==> src/rtl/hdr_frame_sequencer.sv <==
// Sequences one HDR-DDR CCC transfer (command word, N data words, CRC word) and
// drives frame-counter enable, bit index and toggle strobes from registered state.
module hdr_frame_sequencer #(
  parameter int WORD_BITS = 20,
  parameter int CRC_BITS  = 10
) (
  input  logic       i_fseq_clk,
  input  logic       i_fseq_rst_n,
  input  logic       i_fseq_start,
  input  logic       i_fseq_abort,
  input  logic       i_scl_pos_edge,
  input  logic       i_scl_neg_edge,
  input  logic       i_cccnt_last_frame,
  output logic       o_fcnt_en,
  output logic [5:0] o_bit_count,
  output logic       o_bitcnt_toggle,
  output logic [1:0] o_word_type,
  output logic       o_crc_en,
  output logic       o_busy,
  output logic       o_done
);

  typedef enum logic [2:0] {
    S_IDLE,
    S_LOAD,
    S_CMD,
    S_DATA,
    S_CRC,
    S_DONE
  } state_t;

  localparam logic [5:0] WORD_LAST = 6'(WORD_BITS - 1);
  localparam logic [5:0] CRC_LAST  = 6'(CRC_BITS - 1);

  state_t     state_p0;
  state_t     state_nxt;
  logic       scl_edge;
  logic       counting;
  logic       at_limit;
  logic       word_end;
  logic [5:0] bit_cnt_nxt;
  logic       toggle_nxt;

  function automatic logic [5:0] bit_cnt_step(input logic [5:0] cnt, input logic wrap);
    return wrap ? 6'd0 : cnt + 6'd1;
  endfunction

  always_comb begin
    scl_edge = i_scl_pos_edge | i_scl_neg_edge;
    counting = (state_p0 == S_CMD) || (state_p0 == S_DATA) || (state_p0 == S_CRC);
    at_limit = (state_p0 == S_CRC) ? (o_bit_count == CRC_LAST) : (o_bit_count == WORD_LAST);
    word_end = counting && scl_edge && at_limit;
  end

  always_comb begin
    state_nxt = state_p0;
    unique case (state_p0)
      S_IDLE: if (i_fseq_start && !i_fseq_abort) state_nxt = S_LOAD;
      S_LOAD: state_nxt = i_fseq_abort ? S_IDLE : S_CMD;
      S_CMD: begin
        if (i_fseq_abort)  state_nxt = S_IDLE;
        else if (word_end) state_nxt = S_DATA;
      end
      S_DATA: begin
        // last_frame only matters on the edge that closes a data word
        if (i_fseq_abort)                          state_nxt = S_IDLE;
        else if (word_end && i_cccnt_last_frame)   state_nxt = S_CRC;
      end
      S_CRC: begin
        if (i_fseq_abort)  state_nxt = S_IDLE;
        else if (word_end) state_nxt = S_DONE;
      end
      S_DONE:  state_nxt = S_IDLE;
      default: state_nxt = S_IDLE;
    endcase
  end

  always_comb begin
    bit_cnt_nxt = o_bit_count;
    toggle_nxt  = counting && scl_edge && !i_fseq_abort;
    if (state_nxt != state_p0)       bit_cnt_nxt = 6'd0;
    else if (counting && scl_edge)   bit_cnt_nxt = bit_cnt_step(o_bit_count, at_limit);
  end

  // Outputs are decoded from the next state so every port comes straight from a flop
  always_ff @(posedge i_fseq_clk or negedge i_fseq_rst_n) begin
    if (!i_fseq_rst_n) begin
      state_p0        <= S_IDLE;
      o_fcnt_en       <= 1'b0;
      o_bit_count     <= 6'd0;
      o_bitcnt_toggle <= 1'b0;
      o_word_type     <= 2'b00;
      o_crc_en        <= 1'b0;
      o_busy          <= 1'b0;
      o_done          <= 1'b0;
    end else begin
      state_p0        <= state_nxt;
      o_bit_count     <= bit_cnt_nxt;
      o_bitcnt_toggle <= toggle_nxt;
      o_fcnt_en       <= (state_nxt == S_DATA) || (state_nxt == S_CRC) || (state_nxt == S_DONE);
      o_crc_en        <= (state_nxt == S_CMD) || (state_nxt == S_DATA);
      o_busy          <= (state_nxt != S_IDLE);
      o_done          <= (state_nxt == S_DONE);
      unique case (state_nxt)
        S_CMD:   o_word_type <= 2'b01;
        S_DATA:  o_word_type <= 2'b10;
        S_CRC:   o_word_type <= 2'b11;
        default: o_word_type <= 2'b00;
      endcase
    end
  end

endmodule

==> config.mk <==
export PLATFORM = sky130hd
export DESIGN_NAME = hdr_frame_sequencer
export DESIGN_NICKNAME = d
export VERILOG_FILES = /design/src/rtl/hdr_frame_sequencer.sv
export SDC_FILE = /design/constraint.sdc
export NUM_CORES = 1
export LEC_CHECK = 0
export BUFFER_PORTS_ARGS = -buffer_cell sky130_fd_sc_hd__buf_2
export CORE_MARGIN = 10
export CORE_UTILIZATION = 43
export CTS_CLUSTER_DIAMETER = 60
export DETAILED_ROUTE_END_ITERATION = 7
export PLACE_DENSITY_LB_ADDON = 0.3
export SYNTH_ARGS = -nofsm -noshare
export SYNTH_HDL_FRONTEND = slang
export SYNTH_SLANG_ARGS = --single-unit
==> constraint.sdc <==
create_clock -name i_fseq_clk -period 3.5 [get_ports i_fseq_clk]
set_input_delay 0.7 -clock i_fseq_clk [delete_from_list [all_inputs] [get_ports i_fseq_clk]]
set_output_delay 0.7 -clock i_fseq_clk [all_outputs]
set_load 0.05 [all_outputs]
### Yosys cells after proc, flatten, opt, wreduce, memory -nomap -nowiden

Cells that the tools add are included.

* flip-flop bits (word level): 16
* input bits: 7
* output and inout bits: 13
* logic and storage cells: 49

* add/sub/neg operators: 1
* equality and inequality tests: 11
* muxes and demuxes: 14
* bitwise operators: 1
* reductions and logical operators: 14

Operator list (number)
* 3-bit 2-to-1 mux: 7
* 6-bit 2-to-1 mux: 3
* 3-bit case mux with 5 select lines: 1
* 3-bit by 2-bit == test with 1-bit output (second input constant): 4
* 3-bit == test (second input constant): 3
* 6-bit by 1-bit adder with 6-bit output (second input constant): 1
* 6-bit by 4-bit == test with 1-bit output (second input constant): 1
* 6-bit by 5-bit == test with 1-bit output (second input constant): 1
* 2-bit case mux with 3 select lines: 1
* 1-bit logical AND: 5
* 1-bit logical OR: 5
* 3-bit by 1-bit == test with 1-bit output (second input constant): 1
* 3-bit logical NOT: 1
* 3-bit inequality test: 1
* 3-bit nonzero test: 1
* 2-bit 2-to-1 mux: 1
* 2-bit nonzero test: 1
* 1-bit logical NOT: 1
* 1-bit 2-to-1 mux: 1
* 1-bit OR: 1

### Longest topological paths before layout

* depth after elaboration: 12
* depth in mapped cells: 6
* gate-level depth less buffers: 4

### Worst setup path before layout

No wires, ideal clock.

* path kind: register -> register
* start: reg o_bit_count[3]
* end: reg o_word_type[0]
* library setup time: 0.134 ns
* arrival: 1.723 ns
* required time: 3.366 ns
* setup slack: 1.644 ns
* cell stages (with the launch flop): 5
* buffers on the path: 0
* clock period less this slack: 1.856 ns
* path through: dfrtp_1 or3b_2 mux2_4 o21ai_1 o211ai_1

* cells in the longest elaborated chain, start to end: 9
* elaborated cells on any way between the ends: 16
* classes of those cells: 5 x eq/ne; 9 x mux; 2 x reduce/logical

RTL lines
* start, declared: line 15 `output logic [5:0] o_bit_count,`
* start signal, assigned: line 98 `o_bit_count <= bit_cnt_nxt;`
* 6-bit by 5-bit == test with 1-bit output / 6-bit by 4-bit == test with 1-bit output (equally long branches): line 51 `at_limit = (state_p0 == S_CRC) ? (o_bit_count == CRC_LAST) : (o_bit_count == WORD_LAST);`
* 1-bit 2-to-1 mux (*): line 51
* 1-bit logical AND (*): line 52 `word_end = counting && scl_edge && at_limit;`
* 1-bit logical AND: line 67 `else if (word_end && i_cccnt_last_frame) state_nxt = S_CRC;`
* 3-bit 2-to-1 mux: line 67
* 3-bit 2-to-1 mux: line 66 `if (i_fseq_abort) state_nxt = S_IDLE;`
* 3-bit case mux with 5 select lines (*): line 57 `unique case (state_p0)`
* 3-bit == test / 3-bit by 2-bit == test with 1-bit output (equally long branches): line 104 `unique case (state_nxt)`
* 2-bit case mux with 3 select lines (*): line 104
* end signal, assigned: line 105 `S_CMD: o_word_type <= 2'b01;`
* end signal, assigned: line 106 `S_DATA: o_word_type <= 2'b10;`
* end signal, assigned: line 107 `S_CRC: o_word_type <= 2'b11;`
* end, declared: line 17 `output logic [1:0] o_word_type,`

Mark *: on every way between the ends. The rest lies on a longest branch, timed or not.
A chain may end at the register's enable or synchronous reset.

### Final worst setup path

* start: reg state_p0[2]
* end: reg state_p0[0]

* cells in the longest elaborated chain, start to end: 9
* elaborated cells on any way between the ends: 18
* classes of those cells: 4 x eq/ne; 8 x mux; 6 x reduce/logical

RTL lines
* start, declared: line 35 `state_t state_p0;`
* start signal, assigned: line 97 `state_p0 <= state_nxt;`
* 3-bit by 2-bit == test with 1-bit output: line 50, 57
* 1-bit logical OR (2 in a row): line 50 `counting = (state_p0 == S_CMD) || (state_p0 == S_DATA) || (state_p0 == S_CRC);`
* 1-bit logical AND (2 in a row): line 52
* 1-bit logical AND: line 67
* 3-bit 2-to-1 mux: line 67
* 3-bit 2-to-1 mux: line 66
* 3-bit case mux with 5 select lines (*): line 57
* named net state_nxt[0]: line 36 `state_t state_nxt;`

The timed path passes the listed nets; every way through them passes the cells marked *.

==> impl_results.md <==
- Via density: 5.59
- Total number of vias: 754
- Placed Instances: 131
- Initial Utilization: 0.464
- Max rail drop VDD: 0.000259 V
- Min-delay worst type: input port to asynchronous set/reset pin
- Worst Slack Setup Final: 1.65 ns
- Leakage: 0.511 nW
- Sinks on Clock Net: 16
- Hold_buf cts: 0
- First-pass GRT wire length: 3260 µm
- RePlAce Congestion: 0.768
- CP max-delay cell: dfrtp_1
- Fin. max-slew vios: 0
- Largest net degree at the start of global routing: 17
- HPWL after detailed placement: 1440 µm
- Final worst path period share: 0.530
- Antenna-violating nets left: 0
- Max Buffers Root-to-Sink: 2
- Initial antenna violation count: 0
- CP cell instances: or3b_4 > mux2i_2 > and3_1 > o41ai_1
- # fillers: 202
- I/O Buffers: 19
- Max frequency: 539 MHz
- Post_cts resized: 0
- Row count: 16
- Horiz. Die Dim: 66.5 µm
- CTS clk-pin slew, worst paths: 0.09 ns
- Cell Pwr Density: 374 nW/µm²
- Layout cells sized above 1: 0.296
- Area Growth Syn to Fin: 15.1%
- Area of the die: 4420 µm²
- Drt total wl: 1940 µm
- First-pass iteration count of the detailed router: 4
- Cell variety after synth: 39
- CP startpoint kind: flop
- CTS Buf Count: 3
- CTS root buf: clkbuf_4
- Gr usage total: 0.0943
- Core area: 2000 µm²
- FF/Latch Area: 400 µm²
- Register area share after synthesis: 0.431
- CTS tree: built
- GRT overflow: 0
- Most frequent cells in the layout: 19 x buf_2, 16 x dfrtp_1, 8 x nor3_1
- Cells after Synth: 91
- Final hold viol count: 0
- Multi-input logic area: 503 µm²
- Crit. End Element: flop
- Worst skew pair latency: 0.29 ns
- DRC: 0
- Setup TNS Final: 0 ns
- Status: completed
- Relative slew slack: 0.695
- Main synth FF type: dfrtp_1
- Net Count, Synth: 99
- Max cap viols: 0
- Number of global-route vias before repair: 698
- Worst slew pin tran: 0.452 ns
- WP data required: 3.68 ns
- Starting DRC count in detailed routing: 15
- Placed Area: 1030 µm²
- Share of synthesized registers carrying an async set or reset: 1.00
- Fin cells: 135
- Placement Setup Slack: 1.55 ns
- Final min period: 1.85 ns
- Critical path's largest stage delay: 0.59 ns
- Critical path peak fanout: 15
- Die Span Y: 66.5 µm
- WP data arrival: 2.03 ns
- Post-CTS Repair Setup Buffers: 0
- Netlist Area Pre-Place: 928 µm²
- Synth Warn #: 0
- Final Power: 0.000399 W
- Setup violations, final: 0
- #FFs+latches synth: 16
- Commonest non-fill, non-tap cell in the layout: buf_2
- Number of flops mapped to enable cells by yosys: 0
- H-tree level count: 1
- Syn avg cell area: 10.2 µm²
- RSZ-0062 raised after global routing: no
- Routed length per instance: 14.4 µm
- Inserted Diodes: 0
- Fin area: 1070 µm²
- NumNets Final: 117
- Setup Skew: 0.00442 ns
- Ports: 20
- Critical path class: flop to flop
[kinds of logic (layout without fill, tap and decap cells)]
| kind of cell | Yosys count | after routing | synth area share |
|---|---|---|---|
| adders and majority gates | 1 | 1 | 0.0135 |
| and+or+nand+nor | 36 | 36 | 0.251 |
| muxes | 3 | 3 | 0.0418 |
| DFF | 16 | 16 | 0.431 |
| xor gates and xnor gates | 6 | 6 | 0.0566 |
| buffers and inverters | 6 | 23 | 0.0269 |
| AOI/OAI and AO/OA | 23 | 23 | 0.179 |
[layer usage]
metal / GRT usage / part of all wire / vias up
met5: 0 / 0 / -
met3: 0.0284 / 0.065 / 2
li1: - / - / 377
met2: 0.135 / 0.46 / 23
met4: 0.0550 / 0.012 / 0
met1: 0.121 / 0.47 / 352
[worst max-delay path: cells and delay by family, from the launching register on]
kind               cells  cell delay (ns)
DFF                    1             0.59
AOI/OAI and AO/OA      1             0.28
and+or+nand+nor        2             0.69
muxes                  1             0.19
[power by group]
part | switching (W) | leakage, nW | internal [W] | total, W
sequential | 0.0000107 | 0.219 | 0.000192 | 0.000203
combinational | 0.0000507 | 0.271 | 0.0000224 | 0.0000731
clock | 0.0000599 | 0.0210 | 0.0000634 | 0.000123
[synthesized netlist by cell type, drive strengths merged, types with 2 or more instances]
cell type / number / area share
o21ai: 2 / 0.011
or3b: 2 / 0.022
nor3b: 2 / 0.022
dfrtp: 16 / 0.43
and2: 2 / 0.013
o2111ai: 3 / 0.028
nor4b: 2 / 0.019
o31ai: 2 / 0.016
o211ai: 3 / 0.024
buf: 2 / 0.011
or2: 2 / 0.013
nand2b: 2 / 0.013
xor2: 5 / 0.047
a31oi: 4 / 0.027
mux2i: 2 / 0.026
a21oi: 2 / 0.011
nand3b: 2 / 0.016
clkbuf: 4 / 0.016
nor2: 7 / 0.036
nand2: 2 / 0.0081
nor3: 8 / 0.043
a211oi: 3 / 0.024
[state kept, by name (all words and copies together), names as in the netlist]
name and cells:
o_bit_count 6, o_bitcnt_toggle 1, o_busy 1, o_crc_en 1, o_done 1, o_fcnt_en 1, o_word_type 2, state_p0 3
[path summary, 6_finish.rpt]
kind,startpoint,endpoint,slack (ns),cells after the start
max,state_p0[2],state_p0[0],1.65,4
min,i_fseq_rst_n,o_bit_count[0],0.30,1
max reg2reg,state_p0[2],state_p0[0],1.65,4
min reg2reg,o_bit_count[5],o_bit_count[5],0.66,2
max in group asynchronous,i_fseq_rst_n,o_crc_en,2.94,1
min in group i_fseq_clk,o_bit_count[5],o_bit_count[5],0.66,2
[final cells by class]
class / instances / area share
multi-input cells: 69 / 0.471
clock buffers: 4 / 0.0340
repair buffers: 19 / 0.0890
well taps: 27 / 0.0316
flip-flops and latches: 16 / 0.375
[stage by stage]
| step | hold WS [ns] | utilization |
|---|---|---|
| after global placement | 0.615 | 0.516 |
| after floorplan | 0.404 | - |
| after detailed placement | 0.628 | 0.516 |
| after CTS | 0.301 | 0.534 |
| final | 0.299 | 0.534 |
| after global routing | 0.314 | 0.534 |
No activity file was read; power rests on OpenSTA's default activity.
